[config.mk]
export PLATFORM = sky130hd
export DESIGN_NAME = mem_arbiter
export DESIGN_NICKNAME = d
export VERILOG_FILES = /design/src/rtl/mem_arbiter.sv
export SDC_FILE = /design/constraint.sdc
export NUM_CORES = 1
export LEC_CHECK = 0
export BUFFER_PORTS_ARGS = -buffer_cell sky130_fd_sc_hd__buf_2
export CAP_MARGIN = 20
export CORE_ASPECT_RATIO = 0.8
export CORE_MARGIN = 4
export CORE_UTILIZATION = 46
export CTS_CLUSTER_DIAMETER = 30
export CTS_CLUSTER_SIZE = 40
export DETAILED_ROUTE_END_ITERATION = 8
export HOLD_SLACK_MARGIN = 0.1
export PLACE_DENSITY_LB_ADDON = 0.25
export SLEW_MARGIN = 20
export SYNTH_ARGS = -nofsm -noshare
export SYNTH_HDL_FRONTEND = slang
export SYNTH_SLANG_ARGS = --single-unit
[constraint.sdc]
create_clock -name clk -period 2.3 [get_ports clk]
set_input_delay 0 -clock clk [delete_from_list [all_inputs] [get_ports clk]]
set_output_delay 0 -clock clk [all_outputs]
set_load 0.01 [all_outputs]
[src/rtl/mem_arbiter.sv]
// mem_arbiter: two-requester arbiter for a shared single-port synchronous memory.
// Requester 0 is the CPU and requester 1 is the DMA/loader. Each transaction takes three cycles.
// The FSM walks through IDLE (grant), ACCESS (memory address/write) and DONE (completion pulse).
//
// Build option:
//   ARB_ROUND_ROBIN_EN defined   -> ties are resolved round-robin. A one-bit "last" pointer starts at 1.
//   ARB_ROUND_ROBIN_EN undefined -> requester 0 wins every tie. No pointer register is built.
//
// Ports:
//   clk, reset           single clock; synchronous active-high reset
//   req0/req1            access requests
//   we0/we1              1 = write, 0 = read
//   addr0/addr1          word addresses
//   wdata0/wdata1        write data
//   gnt0/gnt1            high while that requester owns the memory (ACCESS and DONE)
//   done0/done1          one-cycle completion pulse in DONE
//   rdata0/rdata1        per-requester read data, held until that requester's next read
//   busy                 high whenever the FSM is not in IDLE
//   mem_addr/mem_wdata   shared memory address and write data
//   mem_write            memory write strobe, only ever high in ACCESS
//   mem_rdata            memory read data, valid the cycle after mem_addr is presented
module mem_arbiter #(
    parameter int BITS_DATA = 32,
    parameter int BITS_ADDR = 16
) (
    input  logic                 clk,
    input  logic                 reset,
    input  logic                 req0,
    input  logic                 req1,
    input  logic                 we0,
    input  logic                 we1,
    input  logic [BITS_ADDR-1:0] addr0,
    input  logic [BITS_ADDR-1:0] addr1,
    input  logic [BITS_DATA-1:0] wdata0,
    input  logic [BITS_DATA-1:0] wdata1,
    output logic                 gnt0,
    output logic                 gnt1,
    output logic                 done0,
    output logic                 done1,
    output logic [BITS_DATA-1:0] rdata0,
    output logic [BITS_DATA-1:0] rdata1,
    output logic                 busy,
    output logic [BITS_ADDR-1:0] mem_addr,
    output logic [BITS_DATA-1:0] mem_wdata,
    output logic                 mem_write,
    input  logic [BITS_DATA-1:0] mem_rdata
);

    typedef enum logic [1:0] {
        IDLE   = 2'd0,
        ACCESS = 2'd1,
        DONE   = 2'd2
    } state_t;

    state_t                 state_q, state_d;
    logic                   winner_q, winner_d;
    logic                   we_q, we_d;
    logic [BITS_ADDR-1:0]   addr_q, addr_d;
    logic [BITS_DATA-1:0]   wdata_q, wdata_d;
    logic [BITS_DATA-1:0]   rdata0_q, rdata0_d;
    logic [BITS_DATA-1:0]   rdata1_q, rdata1_d;

    logic reqAny;
    logic grant;
    logic pick;
    logic doneCycle;
    logic readDone;

    assign reqAny = req0 | req1;
    assign grant  = (state_q == IDLE) && reqAny;

`ifdef ARB_ROUND_ROBIN_EN
    logic last_q, last_d;

    // On a tie the requester that was not granted last wins. A lone requester always wins.
    always_comb begin
        if (req0 && req1) begin
            pick = ~last_q;
        end else begin
            pick = ~req0;
        end
        last_d = grant ? pick : last_q;
    end

    always_ff @(posedge clk) begin
        if (reset) begin
            last_q <= 1'b1;
        end else begin
            last_q <= last_d;
        end
    end
`else
    // Fixed priority: requester 0 wins whenever it is requesting.
    assign pick = ~req0;
`endif

    always_comb begin
        state_d = state_q;
        case (state_q)
            IDLE:    if (reqAny) state_d = ACCESS;
            ACCESS:  state_d = DONE;
            DONE:    state_d = IDLE;
            default: state_d = IDLE;
        endcase
    end

    // The winner's command is frozen at the grant edge.
    // Later changes on its inputs cannot disturb the transaction in flight.
    always_comb begin
        winner_d = winner_q;
        we_d     = we_q;
        addr_d   = addr_q;
        wdata_d  = wdata_q;
        rdata0_d = rdata0_q;
        rdata1_d = rdata1_q;
        if (grant) begin
            winner_d = pick;
            if (pick) begin
                we_d    = we1;
                addr_d  = addr1;
                wdata_d = wdata1;
            end else begin
                we_d    = we0;
                addr_d  = addr0;
                wdata_d = wdata0;
            end
        end
        if ((state_q == DONE) && !we_q) begin
            if (winner_q) begin
                rdata1_d = mem_rdata;
            end else begin
                rdata0_d = mem_rdata;
            end
        end
    end

    always_ff @(posedge clk) begin
        if (reset) begin
            state_q  <= IDLE;
            winner_q <= 1'b0;
            we_q     <= 1'b0;
            addr_q   <= '0;
            wdata_q  <= '0;
            rdata0_q <= '0;
            rdata1_q <= '0;
        end else begin
            state_q  <= state_d;
            winner_q <= winner_d;
            we_q     <= we_d;
            addr_q   <= addr_d;
            wdata_q  <= wdata_d;
            rdata0_q <= rdata0_d;
            rdata1_q <= rdata1_d;
        end
    end

    // A reset arriving in DONE suppresses the completion pulse.
    // mem_write is deliberately left ungated, because an ACCESS-cycle write lands on the same edge as the reset.
    assign doneCycle = (state_q == DONE) && !reset;
    assign readDone  = doneCycle && !we_q;

    assign busy      = (state_q != IDLE);
    assign gnt0      = busy && !winner_q;
    assign gnt1      = busy && winner_q;
    assign done0     = doneCycle && !winner_q;
    assign done1     = doneCycle && winner_q;
    assign mem_write = (state_q == ACCESS) && we_q;
    assign mem_addr  = addr_q;
    assign mem_wdata = wdata_q;

    // Memory data arrives in DONE.
    // It is forwarded during that cycle so rdata is already valid alongside the done pulse.
    // It is also registered at the DONE edge so it holds afterwards.
    assign rdata0 = (readDone && !winner_q) ? mem_rdata : rdata0_q;
    assign rdata1 = (readDone && winner_q)  ? mem_rdata : rdata1_q;

endmodule

* Word-level counts from Yosys, hierarchy flattened *
Cells that the tools add are included.

storage, ports and cells
  input bits = 134
  register bits after elaboration = 116
  output and inout bits = 118
  logic and storage cells = 38

operators by class
  equal/unequal tests = 3
  bitwise gates (word level) = 3
  reductions and logical operators = 18
  mux-type cells = 7

operator list
  cell                count
  $mux 32             3
  $mux 16             1
  $logic_and 1x1->1   11
  $pmux 2 s2          1
  $reduce_and 2->1    2
  $logic_not 1->1     3
  $eq 2x1->1 const B  1
  $eq 2x2->1 const B  1
  $logic_not 2->1     1
  $mux 2              1
  $ne 2x2->1 const B  1
  $not 1->1           2
  $reduce_bool 2->1   1
  $mux 1              1
  $or 1x1->1          1

* Longest topological paths before layout *
Gate-level depths: netlist of the first run.

  depth in word-level cells = 5
  mapped depth = 7
  mapped depth without buffers = 3

* Worst setup path before layout of the first run *
No wires, ideal clock.

  kind = flip-flop to output port
  start point = register state_q[1]
  end point = output rdata0[26]
  setup slack = 0.625 ns
  cell stages (with the launch flop) = 5
  data arrival time = 1.675 ns
  buffers on the path = 1
  data required time = 2.300 ns
  path through = dfxtp_1 or3b_1 nor3_4 buf_4 mux2_1

on the way
  word-level cells in the longest chain between the ends = 5

ends and longest elaborated chain
  element                 RTL line  RTL
  from (decl)             55        state_t state_q, state_d;
  from (signal assigned)  147       state_q <= state_d;
  $eq 2x2->1              159       assign doneCycle = (state_q == DONE) && !reset;
  $logic_and 1x1->1       159
  $logic_and 1x1->1       160       assign readDone = doneCycle && !we_q;
  $logic_and 1x1->1       174       assign rdata0 = (readDone && !winner_q) ? mem_rdata : rdata0_q;
  $mux 32                 174
  to (decl)               40        output logic [BITS_DATA-1:0] rdata0,

No other way between the ends.

* Worst setup path after layout of the first run *
  start point = register state_q[1]
  end point = output rdata0[14]

Same word-level chain as after synthesis.

==> results of run 1 <==
==> synth_stat cells <==
cell / number
mux2_2: 60
or3b_1: 1
mux2_1: 4
dfxtp_1: 116
nor3b_1: 2
clkbuf_1: 31
nand2b_1: 2
mux2i_1: 49
and2_1: 1
inv_1: 2
nor3_1: 1
or2_2: 1
and3b_1: 1
a22o_1: 64
nor2_4: 1
buf_2: 10
a21oi_1: 52
buf_4: 3
nor3_4: 1
a211oi_1: 50
buf_1: 3
nor2b_1: 1
nor2_1: 4
==> what timing repair did <==
item                                    in CTS  in global routing
buffers inserted                             0                  2
hold endpoints to repair                   115                  0
hold buffers                               132                  0
endpoints found under the setup margin      32                 32
gates cloned                                 2                  2
resized for setup                            0                  2
pin swaps                                    0                  1
==> cell usage in the layout (no fill, tap or decap), types with 2 or more instances in the layout <==
master         count
clkbuf_8           2
mux2i_1           49
buf_4             11
a22o_1            64
bufinv_16          4
clkbuf_1           4
a211oi_1          50
clkbuf_16         18
nor2_1             3
a21oi_2            2
nor2_4             2
mux2_1             4
buf_12             2
buf_2            251
mux2_2            60
clkinv_2           3
dfxtp_1          115
nor3b_1            2
a21oi_1           50
bufbuf_16          2
nand2b_1           2
inv_1              2
dlygate4sd3_1    132
==> registers in the layout, summed over array words and instances (netlist names) <==
name       count
winner_q       1
rdata0_q      32
we_q           1
mem_wdata     32
rdata1_q      32
state_q        2
mem_addr      16
==> area by class of cell <==
type / instances / share of cell area
Clock inverter: 9 / 0.0179
Timing Repair Buffer: 400 / 0.331
Clock buffer: 23 / 0.0553
Tap cell: 140 / 0.0207
Sequential cell: 116 / 0.275
Inverter: 2 / 0.000887
Multi-Input combinational cell: 295 / 0.300
==> worst max-delay path: cells and delay by family, from the launching register on <==
family | cells | cell delay [ns]
mux | 1 | 0.34
flops | 1 | 0.37
simple gates | 2 | 0.62
buf+inv | 3 | 0.48
==> metal layers <==
layer | part of all wire | global-route usage | vias up
met1 | 0.37 | 0.300 | 2636
li1 | - | - | 2510
met3 | 0.067 | 0.0854 | 65
met4 | 0.046 | 0.158 | 0
met2 | 0.51 | 0.499 | 260
met5 | 0 | 0 | -
==> power by group <==
part	total [mW]	switching, mW	internal (mW)
Combinational	1.06	0.517	0.543
Sequential	2.22	0.0771	2.14
Clock	2.74	0.871	1.87
Total	6.01	1.46	4.55
==> cells by family (layout without fill, tap and decap cells) <==
group | after synthesis | count (layout) | synth area share
flip-flops | 116 | 116 | 0.460
buffers and inverters | 49 | 434 | 0.0411
AND/OR/NAND/NOR | 16 | 16 | 0.0221
multiplexers | 113 | 113 | 0.240
AO/OA/AOI/OAI | 166 | 166 | 0.237
==> per-stage QoR <==
step | hold WS [ns] | std cells | setup WS (ns) | utilization
5_1_grt | 0.280 | 985 | 0.0120 | 0.807
2_1_floorplan | 0.133 | 460 | 0.625 | -
3_5_place_dp | 0.263 | 815 | 0.399 | 0.610
6_report | 0.253 | 985 | 0.0872 | 0.807
3_3_place_gp | 0.253 | 815 | 0.442 | 0.610
4_1_cts | 0.230 | 981 | 0.0103 | 0.802
==> worst max path at each step <==
stage / slack [ns] / depth (start not counted) / to / start
6_report: 0.09 / 6 / rdata0[14] / state_q[1]
5_1_grt: 0.01 / 6 / rdata0[14] / state_q[1]
4_1_cts: 0.01 / 5 / rdata0[18] / state_q[1]
3_5_place_dp: 0.40 / 5 / rdata0[18] / state_q[1]
3_3_place_gp: 0.44 / 5 / rdata0[4] / state_q[1]
2_1_floorplan: 0.63 / 4 / rdata0[26] / state_q[1]
==> qor.csv, run 1 <==
stage,metric,value,unit
power_and_ir_drop,Static Leak,4.09,nW
routing,DRT Pass-1 Iters,4,
worst_hold_path,Worst Hold Class,in -> reg,
timing,slew margin rel.,0.451,
worst_setup_path,crit path DAT,2.21,ns
cells_and_area,FF/Latch Area,2320,um2
routing,final wirelength,18900,um
synthesis,count of cell types in the netlist,23,
floorplanning,die width,125,um
place,GPL Wtd Cong,0.845,
power_and_ir_drop,peak supply drop,0.515,mV
synthesis,post-synth top area cell,dfxtp_1,
timing,fin crit share,0.962,
floorplanning,core area,10500,um2
timing,Period minus WS final,2.21,ns
worst_setup_path,crit path cell chain,or3b_4 > nor3_4 > buf_4 > buf_6 > mux2_2 > buf_2,
cts,clock tree buffer depth,2,
global_route,Tot GR Track Use,0.280,
place,hpwl dp,10000,um
global_route,gr ovfl total,0,
global_route,initial antenna violation count,0,
worst_setup_path,RR Startpoint,state_q[1],
worst_setup_path,max incr delay on CP,0.43,ns
worst_hold_path,hold_sp,req0,
global_route,largest net degree at the start of global routing,53,
timing,RSZ-0062 raised after global routing,false,
synthesis,Syn Inst Count,460,
cts,Clock Pin Slew Worst Setup and Hold Paths,0.05,ns
synthesis,Syn Area/Cell,11.0,um2
timing,Worst-Margin Slew,0.823,ns
worst_setup_path,critical path type,reg -> out,
timing,clock skew,0.00702,ns
cells_and_area,Syn-to-layout area delta,67.6,%
place,dpl cell area,6400,um2
flow_run,Max Cap Viol,0,
power_and_ir_drop,Tot Pwr,6.01,mW
cells_and_area,area of the multi-input gates,2540,um2
timing,fin. max-slew vios,0,
cells_and_area,final instance area,8460,um2
cells_and_area,FILL cells,607,
routing,routed vias/inst,5.55,
worst_hold_path,hold path endpoint,mem_wdata[12],
cells_and_area,# nets final,966,
cts,Num CTS Buffers,17,
timing,final hold violation count,0,
worst_setup_path,RR Endpoint,rdata0_q[16],
cts,root buf cell,clkbuf_16,
routing,Routed Antenna Nets,0,
synthesis,Syn Nets,594,
routing,post-route DRC violation count,0,
worst_setup_path,Worst setup EP type,output pin,
cells_and_area,layout cells sized above 1,0.431,
routing,DR WL/cell,19.2,um
timing,setup_tns,0,ns
cts,number of clock sinks,116,
floorplanning,die height,102,um
cts,htree depth,4,
timing,Setup-failing EPs final,0,
place,IO buf count,251,
cts,clk_lat worst skew,0.40,ns
synthesis,post-synthesis sequential area ratio,0.460,
power_and_ir_drop,pwr/cell area,711,nW/um2
worst_setup_path,r2r worst-path depth,5,
global_route,vias in the first global route,5681,
worst_setup_path,R2R setup slack,0.56,ns
outcome,outcome,"complete, no violations",
synthesis,post-synth top area share,0.460,
routing,Via Count,5471,
worst_setup_path,CP required,2.30,ns
global_route,first-pass GRT wire length,28600,um
cts,CTS tree,built,
worst_setup_path,Critical Path Start Type,register,
worst_setup_path,Crit-path slowest cell,or3b_4,
routing,drt initial violations,323,
synthesis,dominant cells by area after synthesis,"dfxtp_1 46%, mux2_2 13%, a22o_1 11%, mux2i_1 9.7%, a211oi_1 7.4%",
synthesis,Synth Cell Area,5050,um2
cells_and_area,n_diodes,0,
synthesis,Seq cells post-synth,116,
timing,Peak Freq,452,MHz
floorplanning,die area,12700,um2
synthesis,Ys Warns,0,
floorplanning,Ports,252,
worst_setup_path,crit path max fanout,8,
floorplanning,Initial Util,0.481,
worst_hold_path,worst hold path cell count,5,
floorplanning,# rows,33,
Note: power is estimated with default switching activity, not from simulation.
==> run 2, diff against run 1 <==
--- a/config.mk
+++ b/config.mk
@@ -8,7 +8,9 @@
 export BUFFER_PORTS_ARGS = -buffer_cell sky130_fd_sc_hd__buf_2
 export CAP_MARGIN = 20
+export CELL_PAD_IN_SITES_DETAIL_PLACEMENT = 0
+export CELL_PAD_IN_SITES_GLOBAL_PLACEMENT = 1
 export CORE_ASPECT_RATIO = 0.8
 export CORE_MARGIN = 4
-export CORE_UTILIZATION = 46
+export CORE_UTILIZATION = 34
 export CTS_CLUSTER_DIAMETER = 30
 export CTS_CLUSTER_SIZE = 40
==> constraint.sdc (replaced) <==
create_clock -name clk -period 2.3 [get_ports clk]
set_input_delay 0 -clock clk [delete_from_list [all_inputs] [get_ports clk]]
set_output_delay 0 -clock clk [all_outputs]
set_load 0.05 [all_outputs]
==> qor.csv, run 2 (synthesized netlist as in run 1, its figures left out) <==
stage,metric,value,unit,change
outcome,outcome,"complete, no violations",,unchanged
worst_setup_path,RR Startpoint,state_q[1],,unchanged
timing,Peak Freq,449,MHz,was 452 MHz
place,IO buf count,251,,unchanged
worst_setup_path,crit path DAT,2.23,ns,was 2.21 ns
timing,final worst slack,0.0725,ns,was 0.0872 ns
global_route,initial antenna violation count,0,,unchanged
routing,routed vias/inst,5.02,,was 5.55
timing,hold slack,0.383,ns,was 0.253 ns
worst_setup_path,Critical Path Start Type,register,,unchanged
global_route,gr ovfl total,0,,unchanged
cells_and_area,FILL cells,1190,,was 607
worst_setup_path,R2R setup slack,0.62,ns,was 0.56 ns
floorplanning,Initial Util,0.351,,was 0.481
place,GPL Wtd Cong,0.764,,was 0.845
routing,DR WL/cell,16.8,um,was 19.2 um
routing,Routed Antenna Nets,0,,unchanged
timing,Period minus WS final,2.23,ns,was 2.21 ns
worst_setup_path,critical path type,reg -> out,,unchanged
cts,number of clock sinks,116,,unchanged
routing,Via Count,5143,,"was 5,471"
timing,fin. max-slew vios,0,,unchanged
global_route,largest net degree at the start of global routing,65,,was 53
cts,CTS tree,built,,unchanged
place,hpwl dp,10400,um,"was 10,000 um"
power_and_ir_drop,Tot Pwr,6.92,mW,was 6.01 mW
worst_hold_path,hold path endpoint,rdata0_q[17],,was mem_wdata[12]
floorplanning,die area,16900,um2,"was 12,700 um2"
cts,htree depth,4,,unchanged
flow_run,Max Cap Viol,0,,unchanged
cells_and_area,most frequent cells in the layout,"219 x buf_2, 132 x dlygate4sd3_1, 114 x dfxtp_1",,"was 251 x buf_2, 132 x dlygate4sd3_1, 115 x dfxtp_1"
cells_and_area,Final Util,0.606,,was 0.807
routing,DRT Pass-1 Iters,6,,was 4
place,Place WS,0.292,ns,was 0.399 ns
global_route,Tot GR Track Use,0.190,,was 0.280
cts,Clock Pin Slew Worst Setup and Hold Paths,0.05,ns,about the same
routing,final wirelength,17200,um,"was 18,900 um"
worst_hold_path,Worst Hold Class,in -> reg,,unchanged
cells_and_area,Syn-to-layout area delta,72.8,%,was 67.6%
cells_and_area,n_diodes,0,,unchanged
cells_and_area,layout cells sized above 1,0.435,,was 0.431
worst_setup_path,crit path cell chain,or3b_4 > nor3_4 > buf_6 > buf_16 > mux2_2 > buf_4,,was or3b_4 > nor3_4 > buf_4 > buf_6 > mux2_2 > buf_2
worst_setup_path,crit path max fanout,16,,was 8
cells_and_area,# nets final,962,,was 966
worst_setup_path,Buf/Inv on CP,3,,unchanged
worst_setup_path,CP required,2.30,ns,about the same
floorplanning,# rows,39,,was 33
worst_setup_path,max incr delay on CP,0.42,ns,was 0.43 ns
timing,Setup-failing EPs final,0,,unchanged
cts,Num CTS Buffers,17,,unchanged
worst_setup_path,RR Endpoint,rdata0_q[15],,was rdata0_q[16]
floorplanning,die width,144,um,was 125 um
global_route,vias in the first global route,5228,,"was 5,681"
cts,clock tree buffer depth,2,,unchanged
timing,Worst-Margin Slew,0.956,ns,was 0.823 ns
cts,root buf cell,clkbuf_16,,unchanged
timing,fin crit share,0.968,,was 0.962
routing,post-route DRC violation count,0,,unchanged
timing,final hold violation count,0,,unchanged
worst_hold_path,worst hold path cell count,3,,was 5
floorplanning,die height,117,um,was 102 um
power_and_ir_drop,peak supply drop,0.453,mV,was 0.515 mV
timing,clock skew,0.00322,ns,was 0.00702 ns
worst_hold_path,hold_sp,mem_rdata[17],,was req0
timing,slew margin rel.,0.362,,was 0.451
routing,drt initial violations,242,,was 323
cells_and_area,"leading cell type in the layout, fill and taps excluded",buf_2,,unchanged
floorplanning,Ports,252,,unchanged
power_and_ir_drop,Static Leak,4.13,nW,was 4.09 nW
worst_setup_path,Crit-path slowest cell,or3b_4,,unchanged
worst_setup_path,Top delay family on crit path,simple AND/OR/NAND/NOR gates,,unchanged
timing,setup_tns,0,ns,unchanged
global_route,first-pass GRT wire length,25600,um,"was 28,600 um"
power_and_ir_drop,pwr/cell area,793,nW/um2,was 711 nW/um2
worst_setup_path,Worst setup EP type,output pin,,unchanged
cts,clk_lat worst skew,0.40,ns,about the same
floorplanning,core area,14400,um2,"was 10,500 um2"
worst_setup_path,r2r worst-path depth,5,,unchanged
==> run 2: cell types whose count changed in the layout (fill, tap and decap cells not counted), moves of 4 or more <==
cell and delta:
buf_2 -32, buf_4 +21, buf_6 +6, bufinv_16 +4, clkbuf_1 -4
==> run 2: area by class of cell <==
class | instances | area, um2 | share of cell area
well taps | 184 | 230 | 0.0264
inverters | 2 | 7.51 | 0.000860
clock inverters | 13 | 275 | 0.0316
multi-input cells | 295 | 2540 | 0.292
flip-flops and latches | 116 | 2330 | 0.267
repair buffers | 396 | 2890 | 0.331
clock buffers | 19 | 453 | 0.0519
==> run 2: repair_timing <==
action,in CTS,in global routing
resized for setup,11,58
endpoints found under the hold margin,115,0
buffers inserted,2,0
setup endpoints to repair,64,64
pin swaps,1,2
gates cloned,2,2
hold buffers,132,0
==> run 2: per-layer routing <==
metal	vias up	track usage	wire length (um)
met5	-	0	0
met2	161	0.320	8390
li1	2503	-	-
met3	19	0.0597	1020
met4	0	0.0659	269
met1	2460	0.231	7490
==> run 2: per-stage QoR <==
step | area [um2] | cells
floorplan | 5050 | 460
global placement | 6440 | 855
detailed placement | 6440 | 855
CTS | 8580 | 1023
global route | 8720 | 1025
finish | 8720 | 1025
==> run 2: worst max path at each step <==
stage | from | to | slack, ns | cells past startpoint
floorplan | state_q[1] | rdata0[26] | 0.46 | 4
finish | state_q[1] | rdata0[12] | 0.07 | 6
detailed placement | state_q[1] | rdata0[22] | 0.29 | 5
global placement | state_q[1] | rdata0[6] | 0.36 | 5
global route | state_q[1] | rdata0[12] | -0.02 | 6
CTS | state_q[0] | rdata0[18] | 0.001 | 6
==> run 2: power breakdown <==
| part | total (mW) | switching [mW] | leakage, nW | internal [mW] |
|---|---|---|---|---|
| logic | 1.44 | 0.887 | 2.82 | 0.554 |
| registers | 2.21 | 0.0731 | 0.950 | 2.14 |
| clock network | 3.26 | 0.954 | 0.354 | 2.31 |
| total | 6.92 | 1.91 | 4.12 | 5.00 |
==> run 2: worst min-delay path: stages <==
cell and delay [ns]:
dlygate4sd3_1 0.52, buf_2 0.12, a22o_1 0.12
